`src/rtl/mac_lookup_scheduler.sv`:
```
// Round-robin front end: N per-port header FIFOs share one MAC-learning lookup engine.
// Latency: valid seen in IDLE -> pop + lu_en next cycle; engine done -> rsp strobe next cycle.
// Backpressure: stalls in IDLE while the engine is busy; one lookup outstanding; flood result on timeout.
module mac_lookup_scheduler #(
  parameter int P_NUM_PORTS  = 4,
  parameter int P_MAC_WIDTH  = 48,
  parameter int P_PORT_WIDTH = 3,
  parameter int P_TIMEOUT    = 64,
  parameter int P_FLOOD_CODE = 4
) (
  input  logic                                                    clk,
  input  logic                                                    reset,
  input  logic [P_NUM_PORTS-1:0]                                  req_valid_i,
  input  logic [P_NUM_PORTS*(2*P_MAC_WIDTH+P_PORT_WIDTH)-1:0]     req_data_i,
  output logic [P_NUM_PORTS-1:0]                                  req_pop_o,
  input  logic                                                    lu_busy_i,
  output logic                                                    lu_en_o,
  output logic [P_MAC_WIDTH-1:0]                                  lu_src_mac_o,
  output logic [P_MAC_WIDTH-1:0]                                  lu_dst_mac_o,
  output logic [P_PORT_WIDTH-1:0]                                 lu_src_port_o,
  input  logic                                                    lu_done_i,
  input  logic [P_PORT_WIDTH-1:0]                                 lu_dst_port_i,
  output logic [P_NUM_PORTS-1:0]                                  rsp_done_o,
  output logic [P_PORT_WIDTH-1:0]                                 rsp_dst_port_o,
  output logic [15:0]                                             timeout_cnt_o
);

  localparam int TAG_W = (P_NUM_PORTS > 1) ? $clog2(P_NUM_PORTS) : 1;
  localparam int HDR_W = 2*P_MAC_WIDTH + P_PORT_WIDTH;
  localparam int TMR_W = (P_TIMEOUT > 1) ? $clog2(P_TIMEOUT) : 1;
  localparam logic [TAG_W-1:0]        LAST_RST = TAG_W'(P_NUM_PORTS-1);
  localparam logic [TMR_W-1:0]        TMR_LAST = TMR_W'(P_TIMEOUT-1);
  localparam logic [P_PORT_WIDTH-1:0] FLOOD    = P_PORT_WIDTH'(P_FLOOD_CODE);

  typedef enum logic [1:0] {
    S_IDLE  = 2'd0,
    S_ISSUE = 2'd1,
    S_WAIT  = 2'd2
  } state_t;

  state_t                  state;
  state_t                  state_nxt;
  logic [HDR_W-1:0]        hdr [P_NUM_PORTS];
  logic [TAG_W-1:0]        last_grant;
  logic [TAG_W-1:0]        tag;
  logic [TAG_W-1:0]        grant;
  logic [TMR_W-1:0]        timer;
  logic                    take;
  logic                    done_hit;
  logic                    timeout_hit;
  logic [P_NUM_PORTS-1:0]  pop_nxt;
  logic                    en_nxt;
  logic [P_NUM_PORTS-1:0]  rsp_nxt;
  logic [P_PORT_WIDTH-1:0] rsp_dst_nxt;

  // Header layout per port slice, MSB first: {src_mac, dst_mac, src_port}.
  for (genvar p = 0; p < P_NUM_PORTS; p++) begin : g_slice
    assign hdr[p] = req_data_i[p*HDR_W +: HDR_W];
  end

  // Nearest valid port after the last grant, wrapping. Scanned far-to-near so the
  // nearest hit is the final assignment.
  function automatic logic [TAG_W-1:0] rr_pick(input logic [P_NUM_PORTS-1:0] v,
                                               input logic [TAG_W-1:0]       last);
    logic [TAG_W-1:0] pick;
    logic [TAG_W-1:0] idx;
    pick = last;
    for (int i = P_NUM_PORTS; i >= 1; i--) begin
      idx = TAG_W'((int'(last) + i) % P_NUM_PORTS);
      if (v[idx]) pick = idx;
    end
    return pick;
  endfunction

  assign grant       = rr_pick(req_valid_i, last_grant);
  assign take        = (state == S_IDLE) && (|req_valid_i) && !lu_busy_i;
  assign done_hit    = (state == S_WAIT) && lu_done_i;
  assign timeout_hit = (state == S_WAIT) && !lu_done_i && (timer == TMR_LAST);

  // State register.
  always_ff @(posedge clk) begin
    if (!reset) state <= S_IDLE;
    else        state <= state_nxt;
  end

  // Next-state: one issue cycle, then wait for done or timeout; done wins on a tie.
  always_comb begin
    state_nxt = state;
    case (state)
      S_IDLE:  if (take) state_nxt = S_ISSUE;
      S_ISSUE: state_nxt = S_WAIT;
      S_WAIT:  if (done_hit || timeout_hit) state_nxt = S_IDLE;
      default: state_nxt = S_IDLE;
    endcase
  end

  // Next values of the registered strobes; the grant decided in IDLE pops and
  // starts the engine in the ISSUE cycle that follows.
  always_comb begin
    pop_nxt        = '0;
    rsp_nxt        = '0;
    rsp_dst_nxt    = '0;
    en_nxt         = take;
    pop_nxt[grant] = take;
    rsp_nxt[tag]   = done_hit || timeout_hit;
    if (done_hit)         rsp_dst_nxt = lu_dst_port_i;
    else if (timeout_hit) rsp_dst_nxt = FLOOD;
  end

  // Output registers, grant bookkeeping, wait timer and timeout counter.
  always_ff @(posedge clk) begin
    if (!reset) begin
      req_pop_o      <= '0;
      lu_en_o        <= 1'b0;
      rsp_done_o     <= '0;
      rsp_dst_port_o <= '0;
      lu_src_mac_o   <= '0;
      lu_dst_mac_o   <= '0;
      lu_src_port_o  <= '0;
      timeout_cnt_o  <= '0;
      last_grant     <= LAST_RST;
      tag            <= '0;
      timer          <= '0;
    end else begin
      req_pop_o      <= pop_nxt;
      lu_en_o        <= en_nxt;
      rsp_done_o     <= rsp_nxt;
      rsp_dst_port_o <= rsp_dst_nxt;
      if (take) begin
        lu_src_mac_o  <= hdr[grant][HDR_W-1 -: P_MAC_WIDTH];
        lu_dst_mac_o  <= hdr[grant][P_PORT_WIDTH +: P_MAC_WIDTH];
        lu_src_port_o <= hdr[grant][P_PORT_WIDTH-1:0];
        tag           <= grant;
        last_grant    <= grant;
      end
      if (state == S_ISSUE)     timer <= '0;
      else if (state == S_WAIT) timer <= timer + 1'b1;
      if (timeout_hit && (timeout_cnt_o != 16'hFFFF))
        timeout_cnt_o <= timeout_cnt_o + 16'd1;
    end
  end

endmodule

```
`config.mk`:
```
export PLATFORM = sky130hd
export DESIGN_NAME = mac_lookup_scheduler
export DESIGN_NICKNAME = d
export VERILOG_FILES = /design/src/rtl/mac_lookup_scheduler.sv
export SDC_FILE = /design/constraint.sdc
export NUM_CORES = 1
export LEC_CHECK = 0
export BUFFER_PORTS_ARGS = -buffer_cell sky130_fd_sc_hd__buf_2
export CAP_MARGIN = 20
export CELL_PAD_IN_SITES_DETAIL_PLACEMENT = 0
export CELL_PAD_IN_SITES_GLOBAL_PLACEMENT = 1
export CORE_AREA = 2 2 207 209
export DETAILED_ROUTE_END_ITERATION = 10
export DIE_AREA = 0 0 209 211
export PLACE_DENSITY_LB_ADDON = 0.1
export SLEW_MARGIN = 20
export SYNTH_ARGS = -nofsm -noshare
export SYNTH_HDL_FRONTEND = slang
export SYNTH_SLANG_ARGS = --single-unit
```
`constraint.sdc`:
```
create_clock -name clk -period 2.1 [get_ports clk]
set_input_delay 0.21 -clock clk [delete_from_list [all_inputs] [get_ports clk]]
set_output_delay 0.21 -clock clk [all_outputs]
set_load 0.02 [all_outputs]
```
==> results_dict.tcl <==
set metrics [dict create \
    p_leak_uw 0.00623 \
    grtUsageTotal 0.179 \
    die_area_mm2 0.0441 \
    synth_seq_cells 139 \
    cp_max_fo 13 \
    p_per_area_mw_per_mm2 719 \
    io_pins 534 \
    p_total_uw 9840 \
    io_buffers 533 \
    syn_area_mm2 0.00821 \
    final_common_cell "buf_2" \
    crit_path_end_kind "flop" \
    grt-ovfl-total 0 \
    finalWirelength_um 40900 \
    mostFrequentLayoutCells "533 x buf_2, 138 x dfxtp_1, 103 x nand3_1" \
    synth_cell_types 58 \
    drtIter0Drc 422 \
    start_util 0.197 \
    ir_worst_vdd_v 0.000470 \
    via_count 9322 \
    final_net_count 1923 \
    finalHoldViolCount 0 \
    synth-seq-area-share 0.339 \
    rsz0062_at_grt "false" \
    syn_avg_cell_area_um2 9.41 \
    period_needed_ps 1940 \
    area_growth_syn_to_layout_pct 66.6 \
    grt_max_degree 82 \
    wl_per_cell_um 19.7 \
    skew_ps 10.1 \
    dr.pass1.iters 5 \
    cts_tree "done" \
    setup_viol_count_final 0 \
    status "complete, no violations" \
    hpwlAfterDp_um 31100 \
    fin_ws_ps 158 \
    startpoint_type "flop" \
    crit_arrival_ps 2300 \
    dp_slack_ps 24.9 \
    worstSetupPathType "reg2reg" \
    cts_max_path_buffers 2 \
    die_y_um 211 \
    drv_cap 0 \
    worst_hold_slack_ps 31.4 \
    synth_flop_cell "dfxtp_1" \
    maxSlewViolCount 0 \
    clkLatencyLatePin_ps 440 \
    antenna_found_initial 12 \
    drive_gt1_frac 0.507 \
    syn_nets 1282 \
    yosys_warnings 0 \
    synthCells 873 \
    fp.dieW_um 209 \
    htree_levels 4 \
    synthArstFlopShare 0 \
    worst_slew_pin_slew_ps 758 \
    hp-class "in2reg" \
    fmax_mhz 515 \
    num_rows 75 \
    slew_headroom 0.495 \
    ant_nets 0 \
    fin_util 0.328 \
    grt_pass1_wl_um 59900 \
    via_per_inst 4.49 \
    numClockSinks 139 \
    root_buffer "clkbuf_16" \
    cts_made_buffers 17 \
    gp_congestion 0.809 \
    required_ps 2460 \
    drc_errors 0 \
    synth-edff-count 0 \
    period_share 0.925 \
    setup_tns_ps 0 \
    clk_pin_slew_ps 70 \
    coreArea_mm2 0.0418 \
    grt_pass1_vias 9783 \
]
-- state kept, by name (all words and copies together) (netlist names) --
| name | count |
|---|---|
| tag | 2 |
| lu_src_port_o | 3 |
| rsp_done_o | 4 |
| lu_src_mac_o | 48 |
| lu_dst_mac_o | 48 |
| lu_en_o | 1 |
| req_pop_o | 4 |
| state | 2 |
| last_grant | 2 |
| timer | 6 |
| rsp_dst_port_o | 3 |
| timeout_cnt_o | 16 |
-- kinds of logic (layout without fill, tap and decap cells) --
| logic type | count (synthesis) | in the layout | share of synthesized area |
|---|---|---|---|
| compound gates | 169 | 170 | 0.192 |
| xor+xnor | 16 | 16 | 0.0171 |
| fa+ha+maj | 2 | 2 | 0.00305 |
| buf+inv | 92 | 745 | 0.0654 |
| flops | 139 | 139 | 0.339 |
| mux | 103 | 103 | 0.126 |
| other cells | 0 | 9 | 0 |
| simple gates | 352 | 352 | 0.258 |
-- cells in the mapped netlist, drive strengths merged, types with 3 or more instances --
cell type | count | area (um^2)
nor2 | 33 | 148
nor4 | 4 | 50.1
a21oi | 8 | 43.8
nand4 | 6 | 52.6
nand3 | 164 | 1120
nand2b | 7 | 43.8
nor3b | 5 | 37.5
a2111oi | 3 | 40.0
clkbuf | 27 | 101
a211oi | 25 | 288
nand2 | 87 | 342
a221oi | 21 | 246
o2111ai | 78 | 746
o21ai | 26 | 141
buf | 58 | 407
and3 | 9 | 56.3
dfxtp | 139 | 2780
nor3 | 4 | 36.3
mux2i | 102 | 1020
and2 | 24 | 153
xnor2 | 14 | 123
inv | 7 | 28.8
-- routing by layer --
layer  global-route usage  routed length (um)
met1                0.208               17000
met2                0.318               20600
met3               0.0455                2350
met4               0.0623                 879
met5                    0                  35
-- critical path, cell delays in order (launching register included) --
cell       delay (ps)
dfxtp_1           330
nor3_4            240
nand2_4            80
buf_4             170
nor4_4            240
buf_4             190
buf_6             180
buf_6             190
nand3_1           120
o2111ai_2         100
-- where the power goes --
| group | switching, uW | internal [uW] |
|---|---|---|
| combinational | 1650 | 1260 |
| clock | 1310 | 2600 |
| sequential | 132 | 2900 |
-- final timing paths --
kind,from,cells after the start,endpoint,slack [ps]
setup / recovery,state[1],9,lu_src_mac_o[33],160
hold / removal,req_data_i[221],3,lu_dst_mac_o[20],30
setup reg to reg,state[1],9,lu_src_mac_o[33],160
hold reg to reg,lu_dst_mac_o[29],2,lu_dst_mac_o[29],460
-- area by class of cell --
class	instances	area, um^2
antenna	9	22.5
clock buffer	22	484
clock inverter	10	256
fill	4518	28100
inverter	7	28.8
multi-input combinational	643	4980
sequential	139	2780
tap	539	674
timing repair buffer	706	4450
-- through the flow --
step	cell area, um^2	std cells
2_1_floorplan	8210	873
3_3_place_gp	11800	1923
3_5_place_dp	11800	1923
4_1_cts	13500	2053
5_1_grt	13700	2072
6_report	13700	2075
-- repair_timing --
action	in CTS	in global routing
hold endpoints to repair	69	0
gates resized for setup	0	15
endpoints found under the setup margin	0	50
setup buffers	0	11
hold buffers	98	0
Note: power is estimated with default switching activity, not from simulation.
